==> src/rtl/shift_reg_univ.sv <==
// Universal shift register: hold, bidirectional shift, parallel load, serial outputs at both
// ends and a one-cycle strobe after WIDTH consecutive shifts in the same direction.
module shift_reg_univ #(
    parameter int WIDTH = 4
) (
    input  logic             clk,
    input  logic             rst,
    input  logic [1:0]       mode,
    input  logic             sir,
    input  logic             sil,
    input  logic [WIDTH-1:0] pi,
    output logic [WIDTH-1:0] po,
    output logic             sor,
    output logic             sol,
    output logic             frame_valid
);

    localparam int CW = $clog2(WIDTH + 1);

    typedef enum logic [1:0] {
        MODE_HOLD = 2'b00,
        MODE_SHR  = 2'b01,
        MODE_SHL  = 2'b10,
        MODE_LOAD = 2'b11
    } mode_e;

    typedef enum logic {
        DIR_RIGHT = 1'b0,
        DIR_LEFT  = 1'b1
    } dir_e;

    mode_e           mode_w;
    logic [WIDTH-1:0] po_q, po_d;
    logic [CW-1:0]    cnt_q, cnt_d, cnt_inc;
    dir_e             dir_q, dir_d, shift_dir;
    logic             fv_q, fv_d;
    logic             is_shift;

    assign mode_w = mode_e'(mode);

    always_comb begin
        // NOTE: every signal written here gets a default first, so no path infers a latch.
        po_d      = po_q;
        cnt_d     = cnt_q;
        dir_d     = dir_q;
        fv_d      = 1'b0;
        is_shift  = 1'b0;
        shift_dir = dir_q;
        cnt_inc   = '0;

        case (mode_w)
            MODE_SHR: begin
                po_d      = {sir, po_q[WIDTH-1:1]};
                is_shift  = 1'b1;
                shift_dir = DIR_RIGHT;
            end
            MODE_SHL: begin
                po_d      = {po_q[WIDTH-2:0], sil};
                is_shift  = 1'b1;
                shift_dir = DIR_LEFT;
            end
            MODE_LOAD: begin
                po_d  = pi;
                cnt_d = '0;
            end
            default: ;
        endcase

        // A direction change starts a new frame with this shift as its first bit.
        if (is_shift) begin
            cnt_inc = (shift_dir == dir_q) ? cnt_q + CW'(1) : CW'(1);
            dir_d   = shift_dir;
            if (cnt_inc == CW'(WIDTH)) begin
                cnt_d = '0;
                fv_d  = 1'b1;
            end else begin
                cnt_d = cnt_inc;
            end
        end
    end

    always_ff @(posedge clk) begin
        // NOTE: sequential state uses non-blocking assignments so all registers update together.
        if (rst) begin
            po_q  <= '0;
            cnt_q <= '0;
            dir_q <= DIR_RIGHT;
            fv_q  <= 1'b0;
        end else begin
            po_q  <= po_d;
            cnt_q <= cnt_d;
            dir_q <= dir_d;
            fv_q  <= fv_d;
        end
    end

    assign po          = po_q;
    assign sor         = po_q[0];
    assign sol         = po_q[WIDTH-1];
    assign frame_valid = fv_q;

    // The counter wraps on reaching WIDTH, so between edges it stays strictly below it.
    cnt_in_range: assert property (@(posedge clk) disable iff (rst) cnt_q < CW'(WIDTH));

endmodule

==> config.mk <==
export PLATFORM = sky130hd
export DESIGN_NAME = shift_reg_univ
export DESIGN_NICKNAME = d
export VERILOG_FILES = /design/src/rtl/shift_reg_univ.sv
export SDC_FILE = /design/constraint.sdc
export NUM_CORES = 1
export LEC_CHECK = 0
export CAP_MARGIN = 30
export CORE_AREA = 2 2 39 41
export DETAILED_ROUTE_END_ITERATION = 6
export DIE_AREA = 0 0 41 43
export PLACE_DENSITY = 0.69
export SLEW_MARGIN = 20
export SYNTH_ARGS = -nofsm -noshare
export SYNTH_HDL_FRONTEND = slang
export SYNTH_SLANG_ARGS = --single-unit
==> constraint.sdc <==
create_clock -name clk -period 1.65 [get_ports clk]
set_input_delay 0.33 -clock clk [delete_from_list [all_inputs] [get_ports clk]]
set_output_delay 0.33 -clock clk [all_outputs]
set_load 0.05 [all_outputs]
== Word-level counts from Yosys, hierarchy flattened ==
Index checks and enable logic that the tools add are counted.

* Add/subtract/negate cells: 1
* $mul: 0
* Div/mod/pow operators: 0
* Order comparisons: 0
* Equal/unequal tests: 5
* Shifts and indexed selects: 0
* Multiplexer cells: 8
* Bitwise gates (word level): 1
* Reduce and logical (&&, ||, !) cells: 4

{| class="wikitable"
|+ Operators with widths
! operator !! count
|-
| 3-bit two-way mux || 4
|-
| 4-bit case mux with 3 select lines || 1
|-
| 2-bit == test (second input constant) || 2
|-
| 2-bit OR reduction || 2
|-
| 3-bit by 1-bit adder with 3-bit output (second input constant) || 1
|-
| 3-bit == test (second input constant) || 1
|-
| 3-bit nonzero test || 1
|-
| 2-bit by 1-bit == test with 1-bit output (second input constant) || 1
|-
| 1-bit two-way mux || 2
|-
| 1-bit case mux with 2 select lines || 1
|-
| 2-bit nonzero test || 1
|-
| 1-bit == test || 1
|-
| 1-bit inverter || 1
|}

* Register bits after elaboration: 9
* Bits in latches: 0
* RAM bits: 0
* Memory bits (read-only): 0
* Memories kept: 0

== Logic depth before layout (Yosys ltp) ==
Gate-level depths: netlist of run 1.

* Depth after elaboration: 7
* Gate-level depth with buffers: 6

== Least setup slack after synthesis of run 1 ==
OpenSTA, ideal clock, no wires.

* Path kind: input to register
* From: in mode[0]
* To: reg cnt_q[0]
* Data arrival time: 1264 ps
* Setup slack: 320 ps
* Stages: 6
* Buffers on the path: 1
* Cell sequence: inv_1 -> ha_1 -> buf_4 -> xnor2_2 -> a211o_1 -> a21oi_2

* Word-level cells in the longest chain between the ends: 7

{| class="wikitable"
|+ Ends and longest elaborated chain
! element !! line !! source
|-
| start, declared || 8 || <nowiki>input logic [1:0] mode,</nowiki>
|-
| 2-bit == test or 2-bit by 1-bit == test with 1-bit output (tied branches) || 51 || <nowiki>case (mode_w)</nowiki>
|-
| 1-bit case mux with 2 select lines || 51 ||
|-
| 1-bit == test || 71 || <nowiki>cnt_inc = (shift_dir == dir_q) ? cnt_q + CW'(1) : CW'(1);</nowiki>
|-
| 3-bit two-way mux || 71 ||
|-
| 3-bit == test || 73 || <nowiki>if (cnt_inc == CW'(WIDTH)) begin</nowiki>
|-
| 3-bit two-way mux || 73 ||
|-
| 3-bit two-way mux || 70 || <nowiki>if (is_shift) begin</nowiki>
|-
| end signal, assigned || 91 || <nowiki>cnt_q <= cnt_d;</nowiki>
|-
| end, declared || 34 || <nowiki>logic [CW-1:0] cnt_q, cnt_d, cnt_inc;</nowiki>
|}

Several ways; a longest one is shown, not always the timed one.
A chain may end at the register's enable or synchronous reset.

== Worst setup path after layout of run 1 ==
Ends and elaborated chain as after synthesis.

==> results_dict.tcl, run 1 <==
set metrics [dict create \
    dominantRegCellSynth "dfxtp_1" \
    wirelength_mm 1.053 \
    core.rowCount 14 \
    grt_pass1_wl_mm 1.628 \
    ctsResizeCount 0 \
    hold_depth 2 \
    clk_pin_slew_ns 0.06 \
    grt_max_degree 10 \
    synth-seq-cells 9 \
    gr-total-overflow 0 \
    stdcell_count 93 \
    die_h_um 43 \
    grt_busiest_layer "met2" \
    antenna_found_initial 0 \
    stdcell_area_um2 706.9 \
    routedWlPerCell_um 11.32 \
    critPathLaunchType "input pin" \
    cts_buffers 3 \
    max_slew.worst_pin.slew_ns 0.3784 \
    yosys_warnings 0 \
    worst-path-stages 6 \
    firstDrtPassIters 4 \
    design.portCount 17 \
    critPathMaxStageDelay_ns 0.48 \
    clockRootBuffer "clkbuf_4" \
    route.detailed.drc 0 \
    finalPower_mw 0.5771 \
    peakVddDrop_v 0.0005463 \
    reg2reg_depth 3 \
    maxSlewViolCount 0 \
    cts_hold_buf 0 \
    setup_violations 0 \
    rsz0062_at_grt "no" \
    hp-class "flop to flop" \
    placed_area_um2 675.6 \
    status "complete, no violations" \
    critPathCaptureType "flop" \
    die_area_um2 1763 \
    critical_path_class "input pin to flop" \
    synth_area_um2 506.7 \
    cts.sinks 9 \
    worstPathCellList "clkdlybuf4s50_1 > inv_1 > ha_2 > xnor2_2 > a211o_1 > a21oi_2" \
    insertion_delay_ns 0.26 \
    drv_cap 0 \
    hold_violations 0 \
    place_congestion 0.7534 \
    ys_types 22 \
    port_buffers 16 \
    worstPathRequired_ns 1.84 \
    clock_skew_ns 0.005246 \
    cts_setup_buffers 0 \
    dp.cells 89 \
    synth-edff-count 0 \
    drive_gt1_share_pct 24.68 \
    slew_headroom_pct 74.69 \
    arrival_ns 1.74 \
    syn_inst 57 \
    cpLargestDelayFamily "buffers and inverters" \
    syn_avg_cell_area_um2 8.890 \
    grt_pass1_vias 415 \
    use_met3_pct 7.853 \
    start_util_pct 36.62 \
    vias 473 \
    fin_crit_sh_pct 93.85 \
    cts_buffer_depth 2 \
    antenna_cells 0 \
    final-seq-area_um2 180.2 \
    holdWs_ns 0.4637 \
    critical_path_buf_inv_count 2 \
    grtUsageMet1_pct 12.75 \
    drt_iter0_markers 5 \
    slowest_stage "clkdlybuf4s50_1" \
    cts_tree "built" \
    p_per_area_nw_per_um2 816.4 \
    area_growth_pct 39.51 \
    cp_max_fo 7 \
    cellLeakagePower_nw 0.2957 \
    nFillCells 144 \
    grt_use_met2_pct 24.06 \
    ant_nets 0 \
    fin_nets 92 \
    grt_usage_pct 14.43 \
    fmax_mhz 645.8 \
    die_w_um 41 \
    htree_levels 1 \
    async_flop_share_pct 0 \
    dp_hpwl_um 794.1 \
    multiInputGateArea_um2 274.0 \
    via_per_inst 5.086 \
    core_um2 1384 \
    seq_area_frac_synth_pct 35.56 \
    syn-num-nets 71 \
    period_needed_ns 1.549 \
]
stage by stage:
stage	TNS, ns	util [%]	worst slack (ns)
after detailed placement	-1.679	48.82	-0.2321
after CTS	0	50.72	0.04222
final	0	51.09	0.1015
after global placement	-1.462	48.82	-0.2116
after global routing	0	51.09	0.01534
after floorplan	0	-	0.3196
power by group:
part | total, mW | switching, mW | internal [mW] | leakage [nW]
Combinational | 0.165 | 0.0919 | 0.0732 | 0.207
Clock | 0.171 | 0.0777 | 0.0932 | 0.0150
Sequential | 0.241 | 0.0113 | 0.230 | 0.0738
logic make-up after synthesis:
kind of cell	Yosys count	share of synthesized area [%]
compound gates	12	19.51
mux	1	1.975
xor+xnor	2	4.939
flops	9	35.56
buf+inv	12	11.36
fa+ha+maj	4	9.877
simple gates	17	16.79
Yosys cell counts (all sizes together) (2+ instances only):
library cell | n | area, µm²
buf | 4 | 27.52
nand2 | 8 | 30.03
a221oi | 8 | 70.07
nor2 | 2 | 7.510
xnor2 | 2 | 25.03
a21oi | 2 | 13.76
nand4 | 2 | 12.51
ha | 4 | 50.05
inv | 7 | 26.28
dfxtp | 9 | 180.2
layer usage:
| metal | share of wire, % | wire [µm] | vias to the layer above |
|---|---|---|---|
| met5 | 0 | 0 | - |
| met4 | 1.4 | 15 | 0 |
| met3 | 7.7 | 81 | 2 |
| met2 | 49 | 516 | 13 |
| met1 | 42 | 439 | 215 |
| li1 | - | - | 243 |
tightest hold or removal path, cell delays in order, from the launching register on:
cell and delay [ns]:
dfxtp_1 0.31, nand2_1 0.06, a21oi_1 0.05
path summary, 6_finish.rpt:
| path | start | endpoint | slack [ns] |
|---|---|---|---|
| max | mode[0] | cnt_q[0] | 0.10 |
| min | cnt_q[1] | cnt_q[1] | 0.46 |
| max reg2reg | cnt_q[0] | frame_valid | 0.49 |
| min reg2reg | cnt_q[1] | cnt_q[1] | 0.46 |
state kept, by name (all words and copies together), names as in the netlist:
register,count
po,4
dir_q,1
frame_valid,1
cnt_q,3
layout by cell type, fill, tap and decap left out, drive strengths merged:
cell type / n
nand2: 8
nand4: 2
dfxtp: 9
a221oi: 8
nand2b: 1
xnor2: 2
mux2i: 1
a211o: 1
clkdlybuf4s50: 9
buf: 12
nor3b: 1
a31oi: 1
nor2: 2
nand4b: 1
clkbuf: 4
inv: 7
a21oi: 2
nor4: 1
ha: 4
nor2b: 1
final cells by class:
type	count	share of cell area (%)
clock buffer	4	3.717
timing repair buffer	21	25.49
multi-input combinational	36	38.76
sequential	9	25.49
inverter	7	3.717
tap	16	2.832
Note: power is estimated with default switching activity, not from simulation.
==> inputs of run 2 (changes only) <==
SETUP_SLACK_MARGIN = 0.05   (was unset)
==> results_dict.tcl, run 2 (same netlist as run 1, synthesis figures left out) <==
set metrics [dict create \
    cellLeakagePower_nw 0.2975 \
    worstPathCellList "clkdlybuf4s50_1 > inv_1 > ha_2 > xnor2_4 > a211o_1 > a21oi_2" \
    critPathMaxStageDelay_ns 0.48 \
    cts_tree "built" \
    die_area_um2 1763 \
    max_slew.worst_pin.slew_ns 0.3784 \
    port_buffers 16 \
    internal_power_mw 0.3990 \
    pre_cts_ws_ns -0.2321 \
    insertion_delay_ns 0.26 \
    die_w_um 41 \
    switching_share_pct 31.41 \
    hp-class "flop to flop" \
    hold_violations 0 \
    critPathLaunchType "input pin" \
    worstPathRequired_ns 1.84 \
    grt_pass1_vias 415 \
    core_um2 1384 \
    drive_gt1_share_pct 24.68 \
    slew_headroom_pct 74.69 \
    peakVddDrop_v 0.0005474 \
    clk_pin_slew_ns 0.06 \
    antenna_found_initial 0 \
    slowest_stage "clkdlybuf4s50_1" \
    maxSlewViolCount 0 \
    finalPower_mw 0.5818 \
    seqPwrFrac_pct 41.6 \
    dp_hpwl_um 794.1 \
    cts_setup_buffers 0 \
    arrival_ns 1.72 \
    fin_nets 92 \
    period_needed_ns 1.533 \
    combinationalPowerShare_pct 29.0 \
    largest_reg_flops 4 \
    wirelength_mm 1.061 \
    final_common_cell "buf_4" \
    setup_violations 0 \
    setup_slack_ns 0.1173 \
    start_util_pct 36.62 \
    cpLargestDelayFamily "buffers and inverters" \
    htree_levels 1 \
    ant_nets 0 \
    routedWlPerCell_um 11.41 \
    grt_usage_pct 14.43 \
    antenna_cells 0 \
    cts_buffer_depth 2 \
    critical_path_class "input pin to flop" \
    p_clk_share_pct 29.4 \
    gr-total-overflow 0 \
    clock_skew_ns 0.005213 \
    fin_crit_sh_pct 92.89 \
    grt_pass1_wl_mm 1.628 \
    critical_path_buf_inv_count 2 \
    status "complete, no violations" \
    area_growth_pct 41.73 \
    rsz0062_at_grt "yes" \
    die_h_um 43 \
    grt_max_degree 10 \
    drv_cap 0 \
    design.portCount 17 \
    worst-path-stages 6 \
    layout_common_cells "12 x buf_4, 9 x dfxtp_1, 9 x clkdlybuf4s50_1, 8 x nand2_1, 8 x a221oi_1" \
    clockRootBuffer "clkbuf_4" \
    reg2reg_depth 3 \
    route.detailed.drc 0 \
    fmax_mhz 652.4 \
    cts.sinks 9 \
    firstDrtPassIters 4 \
    via_per_inst 5.032 \
    p_sw_mw 0.1828 \
    cts_buffers 3 \
    vias 468 \
    critPathCaptureType "flop" \
    core.rowCount 14 \
    p_per_area_nw_per_um2 810.1 \
    hold_depth 2 \
    drt_iter0_markers 6 \
    place_congestion 0.7534 \
    cp_max_fo 7 \
]
[run 2: cell count changes in the layout (fill, tap and decap cells not counted)]
cell,previous run,this run
xnor2_2,1,0
xnor2_4,0,1
[run 2: routing by layer]
layer | up-vias | track usage, % | share of wire, %
met5 | - | 0 | 0
met4 | 0 | 8.000 | 1.4
met3 | 2 | 7.853 | 7.6
met2 | 13 | 24.06 | 49
met1 | 211 | 12.75 | 42
li1 | 242 | - | -
[run 2: repair_timing]
item                       in CTS  in global routing
resized for setup               1                  2
setup endpoints to repair       2                  5
cloned                          0                  0
hold buffers                    0                  0
[run 2: worst register-to-register path, cell delays in order, from the launching register on]
cell and delay (ns):
dfxtp_1 0.33, ha_1 0.31, nand2b_1 0.18, nor4_1 0.25
[run 2: worst paths after layout]
path | slack (ns) | end | start
max | 0.12 | cnt_q[0] | mode[0]
min | 0.46 | cnt_q[1] | cnt_q[1]
max reg2reg | 0.49 | frame_valid | cnt_q[0]
min reg2reg | 0.46 | cnt_q[1] | cnt_q[1]
[run 2: stage by stage]
step	instance area (µm²)	TNS, ns	util (%)	hold slack, ns	std cells
2_1_floorplan	506.7	0	-	0.4436	57
3_3_place_gp	675.6	-1.462	48.82	0.4538	89
3_5_place_dp	675.6	-1.679	48.82	0.4606	89
4_1_cts	704.4	0	50.90	0.4695	93
5_1_grt	718.2	0	51.90	0.4841	93
6_report	718.2	0	51.90	0.4637	93
[run 2: area by class of cell]
| cell class | instances | area [µm²] |
|---|---|---|
| inverters | 7 | 26.28 |
| flip-flops and latches | 9 | 180.2 |
| clock buffers | 4 | 26.28 |
| multi-input cells | 36 | 285.3 |
| fillers | 143 | 665.6 |
| repair buffers | 21 | 180.2 |
| well taps | 16 | 20.02 |
[run 2: power groups by stage]
stage,clock network (mW),registers (mW),logic [mW]
global route,0.198,0.244,0.181
CTS,0.182,0.241,0.166
detailed placement,0,0.246,0.165
finish,0.171,0.242,0.169
global placement,0,0.246,0.164
floorplan,0,0.273,0.0802
==> variant 1, RTL diff (settings of run 2) <==
`WIDTH`: 4 -> 2.
--- a/src/rtl/shift_reg_univ.sv
+++ b/src/rtl/shift_reg_univ.sv
@@ -1,7 +1,7 @@
 // Universal shift register: hold, bidirectional shift, parallel load, serial outputs at both
 // ends and a one-cycle strobe after WIDTH consecutive shifts in the same direction.
 module shift_reg_univ #(
-    parameter int WIDTH = 4
+    parameter int WIDTH = 2
 ) (
     input  logic             clk,
     input  logic             rst,
Ports: changed (resized pi and po); port bits go from 17 to 13. The function was not compared with the original's and may differ.
==> variant 1 against run 2 <==
Area after synthesis is 39% lower; routed wire length is 39% lower; hold slack worse by 0.055 ns; final area is 28% lower; sequential cell count is 3 lower; power is 26% lower; combinational power is 24% lower; setup slack worse by 0.015 ns.
==> variant 1: results (changes against run 2) <==
Parameter                              Value

Outcome
  Run status ... finished, final reports clean

Final layout
  Number of nets in the layout ... 67 (-27%)
  Non-clock buffers, area share ... 30.8% (+5.7 points)
  Multi-input combinational gate total ... 20 (-44%)
  Clock buffer instance count of the final layout ... 3 (-1)

Placement
  DPL Wire Length ... 523 um (-34%)
  Number of port buffers ... 12 (-4)
  Routability-driven placement congestion ratio ... 0.766 (+1.6%)
  Placement Setup Slack ... -0.225 ns (+0.00682 ns)

Global routing
  Via count of the first global-routing pass ... 278 (-33%)
  First-pass GRT wire length ... 1080 um (-34%)
  Maximum number of pins on one net before global-route repair ... 7 (-3)
  Met2 track utilization from global routing ... 12.8% (-11 points)
  Aggregate global-route resource usage ... 10.1% (-4.3 points)

Critical path
  CP Max Fanout ... 2 (-5)
  Critical R2R Capture ... cnt_q[1]
  Cells on worst reg2reg path ... 4 (+1)

Clock network
  Clock latency of the later-clocked register in the worst-skew pair ... 0.24 ns (-0.02 ns)

Timing
  Highest clock frequency the design can meet ... 0.646 GHz (-0.97%)

Synthesis
  Post-Synth XOR/XNOR Area ... 2.85% (-2.1 points)
  Share of the synthesized area in compound gates (AO/OA/AOI/OAI) ... 18.7% (-0.81 points)
  Mux contribution to synthesized area ... 3.25% (+1.3 points)
  Proportion of synthesized chip area in sequential cells ... 39.0% (+3.5 points)
  Total nets after synthesis ... 45 (-37%)
  Leading cell types by count after synthesis ... sky130_fd_sc_hd__dfxtp_1, sky130_fd_sc_hd__inv_1, sky130_fd_sc_hd__a221oi_1, sky130_fd_sc_hd__nand2_1, sky130_fd_sc_hd__ha_1

Power and ir drop
  Worst IR drop on VDD ... 0.243 mV (-56%)
  Int Power ... 296 uW (-26%)
  Leakage power figure ... 0.233 nW (-22%)

Detailed routing
  Starting DRC count in detailed routing ... 1 (-5)
  Met2 wire length ... 293 um (-43%)
  Detailed-routed wire length on met3 ... 52 um (-36%)
  Via count ... 312 (-33%)
-- variant 1: changes by cell type after synthesis, sizes merged, moves of 2 or more --
cell	before	now
a221oi	8	4
nand2	8	4
dfxtp	9	6
a21oi	2	0
buf	4	2
nand4	2	0
-- variant 1: power groups by stage --
stage | logic (mW) | clock network [mW] | registers, mW
6_report | 0.129 | 0.139 | 0.161
5_1_grt | 0.141 | 0.151 | 0.162
4_1_cts | 0.122 | 0.143 | 0.160
3_5_place_dp | 0.121 | 0 | 0.163
3_3_place_gp | 0.119 | 0 | 0.163
2_1_floorplan | 0.0542 | 0 | 0.179
-- variant 1: worst max-delay path by stage --
stage / end
after detailed placement: cnt_q[0]
after floorplan: cnt_q[0]
final: cnt_q[1]
after global routing: cnt_q[1]
after CTS: cnt_q[0]
after global placement: cnt_q[0]
-- variant 1: per-stage QoR --
step | cells | cell area, um2
after floorplan | 34 | 308
after global placement | 67 | 473
after detailed placement | 67 | 473
after CTS | 70 | 497
after global routing | 70 | 520
final | 70 | 520
==> variant 2, RTL diff (config.mk and constraints of run 2) <==
Without the edit above. Register the inputs `mode`, `sir`, `sil` and `pi` before use, with the module's reset. The logic sees them one clock later.
--- a/src/rtl/shift_reg_univ.sv
+++ b/src/rtl/shift_reg_univ.sv
@@ -29,6 +29,25 @@
         DIR_LEFT  = 1'b1
     } dir_e;
 
+    logic [1:0] mode_q;
+    logic sir_q;
+    logic sil_q;
+    logic [WIDTH-1:0] pi_q;
+
+    always_ff @(posedge clk) begin
+        if (rst) begin
+            mode_q <= '0;
+            sir_q  <= '0;
+            sil_q  <= '0;
+            pi_q   <= '0;
+        end else begin
+            mode_q <= mode;
+            sir_q  <= sir;
+            sil_q  <= sil;
+            pi_q   <= pi;
+        end
+    end
+
     mode_e           mode_w;
     logic [WIDTH-1:0] po_q, po_d;
     logic [CW-1:0]    cnt_q, cnt_d, cnt_inc;
@@ -36,7 +55,7 @@
     logic             fv_q, fv_d;
     logic             is_shift;
 
-    assign mode_w = mode_e'(mode);
+    assign mode_w = mode_e'(mode_q);
 
     always_comb begin
         // NOTE: every signal written here gets a default first, so no path infers a latch.
@@ -50,17 +69,17 @@
 
         case (mode_w)
             MODE_SHR: begin
-                po_d      = {sir, po_q[WIDTH-1:1]};
+                po_d      = {sir_q, po_q[WIDTH-1:1]};
                 is_shift  = 1'b1;
                 shift_dir = DIR_RIGHT;
             end
             MODE_SHL: begin
-                po_d      = {po_q[WIDTH-2:0], sil};
+                po_d      = {po_q[WIDTH-2:0], sil_q};
                 is_shift  = 1'b1;
                 shift_dir = DIR_LEFT;
             end
             MODE_LOAD: begin
-                po_d  = pi;
+                po_d  = pi_q;
                 cnt_d = '0;
             end
             default: ;
Check against the original RTL: not equivalent (Yosys sat finds a counterexample within 4 cycles, from zero or initial values and one cycle with rst high).
==> variant 2 against run 2 <==
Setup slack better by 0.12 ns; power is 42% higher; sequential share of layout area increased by 14 points; final area rose by 23%; area after synthesis increased by 42%; final cell count up 12%; routed wire length up 8.2%; first-iteration DRC count is 50% higher; critical endpoint unchanged; sequential cell count up 8.
==> variant 2: results (changes against run 2) <==
Parameter                              Value

Outcome
  Run status ... finished, final reports clean

Final layout
  Nonclk buf count ... 17 (-19%)
  Number of nets in the layout ... 103 (+12%)
  Utilization after layout ... 63.7% (+12 points)
  Multi-input combinational gate total ... 43 (+19%)
  ClkCell Share ... 3.12% (-0.53 points)
  Register area ... 340 um2 (+89%)
  Non-clock buffers, area share ... 17.0% (-8.0 points)
  Filler Cell Count ... 119 (-17%)
  Share of cells above drive strength 1 ... 17.0% (-7.6 points)
  Multi-input gate share of total cell area ... 35.9% (-3.8 points)

Power and ir drop
  Leakage power figure ... 0.355 nW (+19%)
  Switch Pwr ... 235 uW (+29%)
  Seq pwr share ... 54.3% (+13 points)
  Post-layout total power ... 824 uW (+42%)
  Power drawn by the clock network ... 220 uW (+29%)

Placement
  Placed instance area ... 853 um2 (+26%)
  Routability-driven placement congestion ratio ... 0.698 (-7.3%)
  DPL Wire Length ... 853 um (+7.4%)

Detailed routing
  Starting DRC count in detailed routing ... 9 (+3)
  Wire per inst ... 11.0 um (-3.2%)
  Mean number of vias per cell ... 5.13 (+1.8%)
  Met2 wire length ... 499 um (-3.1%)
  Detailed-routed wire length on met3 ... 55 um (-32%)

Timing
  Remaining max-slew budget at the tightest pin ... 70.1% (-4.6 points)
  Fin Clk Skew ... 0.00385 ns (-0.00136 ns)
  Shortest period the worst path allows ... 1.41 ns (-0.122 ns)

Critical path
  R2R setup slack ... 0.24 ns (-0.25 ns)
  Startpoint of the worst-slack reg-to-reg timing path ... mode_q[0]
  Data arrival time of the worst path ... 1.63 ns (-0.09 ns)
  Standard cell with the maximum stage delay on the critical path ... sky130_fd_sc_hd__dfxtp_1
  Slowest Stage Delay on Critical Path ... 0.35 ns (-0.13 ns)
  Cells on worst reg2reg path ... 5 (+2)

Global routing
  Global Route met3 Usage ... 3.14% (-4.7 points)
  Fraction of met1 tracks used by global routing ... 23.2% (+10 points)
  Met2 track utilization from global routing ... 23.4% (-0.63 points)
  Via count of the first global-routing pass ... 473 (+14%)
  First-pass GRT wire length ... 2010 um (+24%)
  Aggregate global-route resource usage ... 16.8% (+2.4 points)

Synthesis
  Number of instances in the synthesized netlist ... 72 (+26%)
  Count of different cell masters after synthesis ... 24 (+9.1%)
  Top area cells in the synthesized netlist ... sky130_fd_sc_hd__dfxtp_1, sky130_fd_sc_hd__a221oi_1, sky130_fd_sc_hd__nor2b_1
  Total nets after synthesis ... 86 (+21%)

Clock network
  Clock latency of the later-clocked register in the worst-skew pair ... 0.29 ns (+0.03 ns)
  Cells resized by post-CTS repair ... 0 (-1)
  Clk pin slew, worst setup/hold paths ... 0.10 ns (+0.04 ns)
-- variant 2: how the worst min path moves through the flow --
| stage | from | end | slack (ns) |
|---|---|---|---|
| floorplan | rst | mode_q[0] | 0.40 |
| global placement | sir_q | po[3] | 0.45 |
| detailed placement | sir_q | po[3] | 0.45 |
| CTS | sir_q | po[3] | 0.47 |
| global route | sir_q | po[3] | 0.51 |
| finish | sir_q | po[3] | 0.46 |
-- variant 2: worst max-delay path, delay by kind of cell (launching register included) --
| kind | cells | cell delay (ns) |
|---|---|---|
| compound gates | 2 | 0.44 |
| flops | 1 | 0.35 |
| fa+ha+maj | 1 | 0.30 |
| xor+xnor | 1 | 0.19 |
| buf+inv | 1 | 0.07 |
-- variant 2: cell families (layout without fill, tap and decap cells) --
group	count (synthesis)	in the layout	synth area share, %
and+or+nand+nor	22	22	16.9
DFF	17	17	47.4
AOI/OAI and AO/OA	14	14	15.3
buffers and inverters	12	28	8.54
adders and majority gates	4	4	6.97
xor gates and xnor gates	2	2	3.49
muxes	1	1	1.39
